`src/rtl/pc_gen_pkg.sv`:
```
// Shared Saratoga fetch-stage constants and helpers.
// Latency: n/a (declarations only).
// Backpressure: n/a.
package pc_gen_pkg;

  localparam logic [31:0] DEFAULT_RESET_ADDR = 32'h0000_0000;
  localparam int          IALIGN_DEFAULT     = 32;

  // Ceiling log2 for sizing pointers; returns 0 for n <= 1.
  function automatic int clog2(input int n);
    int r;
    r = 0;
    for (int i = 0; i < 31; i++) begin
      if ((1 << i) < n) r = i + 1;
    end
    return r;
  endfunction

endpackage

```
`src/rtl/pc_ras.sv`:
```
// Return-address stack: circular buffer, oldest entry overwritten when full.
// Latency: push/pop take effect at the next edge; top is the registered entry.
// Backpressure: none; pop on an empty stack is ignored.
module pc_ras
  import pc_gen_pkg::*;
#(
  parameter int XLEN  = 32,
  parameter int DEPTH = 4
) (
  input  logic            clk,
  input  logic            rst_n,
  input  logic            push,
  input  logic            pop,
  input  logic [XLEN-1:0] push_data,
  output logic [XLEN-1:0] top,
  output logic            empty,
  output logic            full
);

  localparam int PW = clog2(DEPTH);
  localparam int CW = PW + 1;
  typedef logic [PW-1:0] ras_ptr_t;

  logic [XLEN-1:0] mem_q [DEPTH];
  ras_ptr_t        ptr_q, ptr_d, wr_idx;
  logic [CW-1:0]   cnt_q, cnt_d;
  logic            wr_en;
  logic            do_pop;

  assign empty  = (cnt_q == '0);
  assign full   = (cnt_q == CW'(DEPTH));
  assign top    = mem_q[ptr_q];
  assign do_pop = pop && !empty;

  // Pointer/count update; push+pop together replaces the top in place.
  always_comb begin
    ptr_d  = ptr_q;
    cnt_d  = cnt_q;
    wr_en  = 1'b0;
    wr_idx = ptr_q;
    case ({push, do_pop})
      2'b10: begin
        ptr_d  = ptr_q + 1'b1;
        cnt_d  = full ? cnt_q : cnt_q + 1'b1;
        wr_en  = 1'b1;
        wr_idx = ptr_q + 1'b1;
      end
      2'b01: begin
        ptr_d = ptr_q - 1'b1;
        cnt_d = cnt_q - 1'b1;
      end
      2'b11: begin
        wr_en  = 1'b1;
        wr_idx = ptr_q;
      end
      default: ;
    endcase
  end

  // Pointer and occupancy registers.
  always_ff @(posedge clk) begin
    if (!rst_n) begin
      ptr_q <= '0;
      cnt_q <= '0;
    end else begin
      ptr_q <= ptr_d;
      cnt_q <= cnt_d;
    end
  end

  // Entry storage.
  always_ff @(posedge clk) begin
    if (!rst_n) begin
      for (int i = 0; i < DEPTH; i++) mem_q[i] <= '0;
    end else if (wr_en) begin
      mem_q[wr_idx] <= push_data;
    end
  end

endmodule

```
`src/rtl/pc_gen.sv`:
```
// Program-counter generator: prioritised redirects, stall, RAS return prediction.
// Latency: 1 cycle from sampled inputs to pc; all outputs registered.
// Backpressure: stall_fetch holds pc, but any redirect still overrides it.
module pc_gen
  import pc_gen_pkg::*;
#(
  parameter int              XLEN         = 32,
  parameter logic [XLEN-1:0] RESET_ADDR   = XLEN'(DEFAULT_RESET_ADDR),
  parameter int              NUM_REDIRECT = 3,
  parameter int              RAS_DEPTH    = 4,
  parameter int              IALIGN       = IALIGN_DEFAULT
) (
  input  logic                               clk,
  input  logic                               rst_n,
  input  logic                               stall_fetch,
  input  logic [NUM_REDIRECT-1:0]            redirect_en,
  input  logic [NUM_REDIRECT-1:0][XLEN-1:0]  redirect_pc,
  input  logic                               inst_len16,
  input  logic                               call,
  input  logic                               ret,
  output logic [XLEN-1:0]                    pc,
  output logic                               pc_valid,
  output logic                               misalign,
  output logic [XLEN-1:0]                    misalign_addr,
  output logic                               ras_empty
);

  // Low address bits that must be zero for a legal fetch address.
  localparam int              AB    = (IALIGN == 16) ? 1 : 2;
  localparam logic [XLEN-1:0] AMASK = XLEN'((1 << AB) - 1);

  logic [XLEN-1:0] pc_q, pc_d;
  logic            valid_q;
  logic            mis_q, mis_d;
  logic [XLEN-1:0] maddr_q, maddr_d;

  logic            rd_hit;
  logic [XLEN-1:0] rd_tgt;
  logic [XLEN-1:0] step, seq;
  logic            ras_push, ras_pop;
  logic [XLEN-1:0] ras_top;
  logic            unused_ras_full;

  // Redirect priority encoder: scan high to low so the lowest index wins.
  always_comb begin
    rd_hit = 1'b0;
    rd_tgt = '0;
    for (int i = NUM_REDIRECT - 1; i >= 0; i--) begin
      if (redirect_en[i]) begin
        rd_hit = 1'b1;
        rd_tgt = redirect_pc[i];
      end
    end
  end

  assign step = (IALIGN == 16 && inst_len16) ? XLEN'(2) : XLEN'(4);
  assign seq  = pc_q + step;

  // Next-PC selection: redirect > stall > RAS-predicted return > sequential.
  always_comb begin
    pc_d     = pc_q;
    mis_d    = 1'b0;
    maddr_d  = maddr_q;
    ras_push = 1'b0;
    ras_pop  = 1'b0;
    if (rd_hit) begin
      pc_d = rd_tgt & ~AMASK;
      if ((rd_tgt & AMASK) != '0) begin
        mis_d   = 1'b1;
        maddr_d = rd_tgt;
      end
    end else if (stall_fetch) begin
      pc_d = pc_q;
    end else if (ret && !ras_empty) begin
      pc_d     = ras_top;
      ras_pop  = 1'b1;
      ras_push = call;
    end else begin
      pc_d     = seq;
      ras_push = call;
    end
  end

  // Architectural PC and misalign reporting registers.
  always_ff @(posedge clk) begin
    if (!rst_n) begin
      pc_q    <= RESET_ADDR;
      valid_q <= 1'b0;
      mis_q   <= 1'b0;
      maddr_q <= '0;
    end else begin
      pc_q    <= pc_d;
      valid_q <= 1'b1;
      mis_q   <= mis_d;
      maddr_q <= maddr_d;
    end
  end

  // Full is only needed inside the stack for count saturation.
  pc_ras #(
    .XLEN  (XLEN),
    .DEPTH (RAS_DEPTH)
  ) u_ras (
    .clk       (clk),
    .rst_n     (rst_n),
    .push      (ras_push),
    .pop       (ras_pop),
    .push_data (seq),
    .top       (ras_top),
    .empty     (ras_empty),
    .full      (unused_ras_full)
  );

  assign pc            = pc_q;
  assign pc_valid      = valid_q;
  assign misalign      = mis_q;
  assign misalign_addr = maddr_q;

endmodule

```
`config.mk`:
```
export PLATFORM = sky130hd
export DESIGN_NAME = pc_gen
export DESIGN_NICKNAME = d
export VERILOG_FILES = /design/src/rtl/pc_gen_pkg.sv /design/src/rtl/pc_ras.sv /design/src/rtl/pc_gen.sv
export SDC_FILE = /design/constraint.sdc
export NUM_CORES = 1
export LEC_CHECK = 0
export CAP_MARGIN = 20
export CORE_MARGIN = 4
export CORE_UTILIZATION = 43
export CTS_CLUSTER_DIAMETER = 30
export CTS_CLUSTER_SIZE = 8
export DETAILED_ROUTE_END_ITERATION = 10
export GPL_TIMING_DRIVEN = 0
export PLACE_DENSITY = 0.71
export SLEW_MARGIN = 10
export SYNTH_ARGS = -nofsm -noshare
export SYNTH_HDL_FRONTEND = slang
export SYNTH_HIERARCHICAL = 1
export SYNTH_SLANG_ARGS = --single-unit
```
`constraint.sdc`:
```
create_clock -name clk -period 10.9 [get_ports clk]
set_input_delay 1.09 -clock clk [delete_from_list [all_inputs] [get_ports clk]]
set_output_delay 1.09 -clock clk [all_outputs]
set_load 0.03 [all_outputs]
```
# == After elaboration in Yosys (flattened, before gate mapping) ==
# Memory sizes are Yosys's and may differ from the RTL's. A register that Yosys moved wholly into a read port is not among the register bits.
# Index checks and enable logic that the tools add are counted.
# word_totals
memories,1
ff_bits,71
ramBits,128
in_bits,105
# classes
n_addsub,5
muxes,30
bitwise_logic,1
reduce_logical,12
n_eq_ne,6
# memory_table
memory,depth,width,rd,rd_ports_with_merged_regs,write_ports,line_no,text
u_ras.mem_q,4,32,1,1,4,pc_ras.sv:24,logic [XLEN-1:0] mem_q [DEPTH];
# op_table
op,n
2-to-1 mux 32 bit,7
"adder 32 x 3 -> 32 bit, second input constant",1
nonzero test 32 bit,1
OR reduction 32 bit,1
2-to-1 mux 1 bit,16
2-to-1 mux 2 bit,4
case mux 3 bit (2 select lines),1
AND reduction 2 bit,3
"equality test 2 bit, second input constant",2
case mux 2 bit (2 select lines),1
OR reduction 2 bit,2
"adder 3 x 1 -> 3 bit, second input constant",1
"equality test 3 bit, second input constant",1
zero test 3 bit,1
2-to-1 mux 3 bit,1
"subtractor 3 x 1 -> 3 bit, second input constant",1
"adder 2 x 1 -> 2 bit, second input constant",1
"equality test 2 x 1 -> 1 bit, second input constant",1
logical AND 1 bit,2
"inequality test 2 x 1 -> 1 bit, second input constant",1
"inequality test 2 bit, second input constant",1
nonzero test 2 bit,1
"subtractor 2 x 1 -> 2 bit, second input constant",1
zero test 1 bit,1
NOT 1 bit,1

# == Logic depth before layout (Yosys ltp) ==
# depth
depth_word,15
depth_mapped,13

# == Cells and area by module ==
# Netlist, hierarchy kept.
# by_module_without_submodules
module,n_inst,cells_each,area_each_um2
pc_ras,1,364,5955.7
pc_gen,1,517,4021.4

# == Least setup slack after synthesis ==
# No wires, ideal clock.
# synth_path
path_kind,in2reg
from,input redirect_en[1]
to,memory u_ras.mem_q[3][0] (enable)
path_stages,9
setup_slack_ns,5.491
required_ns,10.434
setup_time_ns,0.466
arrival_time_ns,4.943
cell_sequence,buf_6 > or4_4 > nor2_1 > buf_4 > nand2b_1 > ha_1 > buf_2 > xnor2_1 > o21ai_0
# synth_lines
item,line_no,text
start: declaration,pc_gen.sv:16,"input logic [NUM_REDIRECT-1:0] redirect_en,"
end: declaration,pc_ras.sv:24,

==> results.json <==
{
  "cts_made_buffers": 40,
  "cpMaxStageDelayCell": "or4_4",
  "finalSetupViolations": 0,
  "ys_seq_area_share_pct": 53.2,
  "postCtsSetupRepairBufs": 0,
  "yosysUniqueCellTypes": 69,
  "p_per_area_nw_per_um2": 172,
  "maxCapViolCount": 0,
  "die_y_um": 160,
  "grt_util_met1_pct": 29.4,
  "synth-edff-count": 128,
  "io_pins": 172,
  "timing.final.ws_setup_ns": 6.46,
  "syn_avg_cell_area_um2": 11.3,
  "synth-async-reset-ratio_pct": 0,
  "min_period_over_period_pct": 40.7,
  "ys.flop_type": "edfxtp_1",
  "grt_max_degree": 25,
  "design_area_um2": 13400,
  "first_global_vias": 8002,
  "drt-initial-drc-count": 669,
  "layout_commonest_cell": "clkdlybuf4s50_1",
  "firstDrtPassIters": 5,
  "start_util_pct": 43.9,
  "grt_pass1_wl_um": 46900,
  "layout.nets": 1206,
  "dieArea_um2": 25700,
  "crit_type": "primary input to register",
  "routed_wl_um": 31100,
  "use_met3_pct": 6.08,
  "crit_fanout": 24,
  "ir_drop_uv": 92.4,
  "clock.fmax_mhz": 225,
  "clk_latency_ns": 0.50,
  "cts_tree": "yes",
  "cp.arrival_ns": 4.63,
  "grt.busiest_layer": "met2",
  "synth_cells": 881,
  "viasPerCell": 5.66,
  "crit_buf_inv": 4,
  "antenna_found_initial": 0,
  "via_count": 7993,
  "final_cell_mix": "170 x clkdlybuf4s50_1, 128 x edfxtp_1, 103 x and2_1",
  "maxSlewHeadroom_pct": 49.6,
  "place_congestion": 0.877,
  "die_w_um": 160,
  "cts_hold_buf": 0,
  "finClkSkew_ns": 0.00969,
  "power_uw": 2310,
  "clk_path_buf_depth": 3,
  "cts_resized": 0,
  "layoutNonFillerInstCount": 1412,
  "min_path_type": "register to register",
  "root_buffer": "clkbuf_16",
  "use_met2_pct": 39.8,
  "rsz0062_at_grt": "no",
  "synth_warnings": 6,
  "worst_setup_path_start_kind": "primary input",
  "pre_cts_ws_ns": 6.02,
  "drcViolationCount": 0,
  "core_um2": 22700,
  "dp.cells": 1340,
  "clk_pin_slew_ns": 0.05,
  "tightest_slew_ns": 0.757,
  "row_count": 55,
  "dpl_cell_area_um2": 12100,
  "cts_max_level": 2,
  "nFillCells": 1830,
  "slowest_delay_ns": 0.73,
  "ys_ff_latch": 201,
  "status": "complete, no violations",
  "required_ns": 11.09,
  "netlist_area_um2": 9980,
  "finalHoldViolations": 0,
  "dpl.hpwl_um": 22800,
  "fin_tns_setup_ns": 0,
  "area_growth_pct": 34.7,
  "p_leak_uw": 0.00498,
  "final_max_slew_viol_count": 0,
  "port_buffers": 170,
  "cp-end-kind": "register",
  "syn_nets": 990,
  "ant_nets": 0,
  "n_antenna_cell": 0,
  "yosysTopAreaCell": "edfxtp_1",
  "wl_per_cell_um": 22.0,
  "cts_sinks": 201,
  "grt-ovfl-total": 0,
  "grt_usage_pct": 23.5,
  "post_route_cells_drive_above_1_share_pct": 13.8,
  "cp_top_family": "simple AND/OR/NAND/NOR gates",
  "synth.area.top_cells": "edfxtp_1 39%, dfxtp_1 15%, mux4_2 7.2%",
  "fin_crit_ns": 4.44,
  "synth_top_cell_area_share_pct": 38.5,
  "path_cells": "clkdlybuf4s50_1, or4_4, nor2_1, buf_4, nand2b_1, ha_1, buf_2, or3_4, a21oi_4, nand2b_2, buf_12"
}
## sequential cells by signal (all words and copies together), names as in the netlist, named ones only
signal	flops
misalign	1
pc	30
pc_valid	1
misalign_addr	32
u_ras/ptr_q	2
u_ras/mem_q	128
u_ras/cnt_q	3
## path summary, 6_finish.rpt
check | from | endpoint | slack [ns] | cells past startpoint
setup / recovery | redirect_en[2] | u_ras/mem_q[0][23] | 6.46 | 11
hold / removal | misalign_addr[1] | misalign_addr[1] | 0.47 | 2
setup reg to reg | u_ras/cnt_q[0] | u_ras/mem_q[1][13] | 7.37 | 12
hold reg to reg | misalign_addr[1] | misalign_addr[1] | 0.47 | 2
## through the flow
step	utilization (%)	hold slack (ns)
global placement	53.0	0.452
global route	59.2	0.482
finish	59.2	0.466
detailed placement	53.4	0.460
CTS	59.2	0.467
floorplan	-	0.467
## logic make-up (layout without fill, tap and decap cells)
kind of cell	Yosys count	in the layout	synth area share, %
buf+inv	81	327	4.06
flops	201	201	53.2
mux	37	37	7.74
simple gates	339	339	19.1
xor+xnor	31	31	2.95
compound gates	188	188	12.4
fa+ha+maj	4	4	0.577
## layout make-up
| type | count | area [um2] | share of cell area (%) |
|---|---|---|---|
| Sequential cell | 201 | 5310 | 39.5 |
| Clock buffer | 53 | 1070 | 7.97 |
| Timing Repair Buffer | 174 | 1780 | 13.3 |
| Buffer | 70 | 364 | 2.71 |
| Inverter | 11 | 41.3 | 0.307 |
| Clock inverter | 19 | 230 | 1.71 |
| Tap cell | 285 | 357 | 2.65 |
| Multi-Input combinational cell | 599 | 4290 | 31.9 |
## layer usage
metal | share of wire [%] | vias up
li1 | - | 3739
met1 | 40 | 3808
met2 | 48 | 389
met3 | 9.4 | 57
met4 | 2.8 | 0
met5 | 0 | -
## synthesized netlist by cell type, drive strengths merged (6+ instances only)
library cell	n
nand2	85
clkbuf	34
a22oi	30
edfxtp	128
dfxtp	73
nand3	43
and2	103
o2bb2ai	12
mux4	32
xnor2	25
nand4	10
inv	11
nor3	6
a21oi	25
buf	36
nor2	24
xor2	6
and3	42
a221oi	18
o21ai	76
## worst min-delay path: stages (launching register included)
cell and delay, ns:
dfxtp_1 0.31, nand2_1 0.05, a21oi_1 0.05
## power breakdown
| part | total [uW] | internal, uW | switching, uW |
|---|---|---|---|
| Clock | 1180 | 804 | 374 |
| Combinational | 258 | 112 | 146 |
| Sequential | 877 | 848 | 29.1 |
| Total | 2310 | 1760 | 550 |
Note: power is estimated with default switching activity, not from simulation.
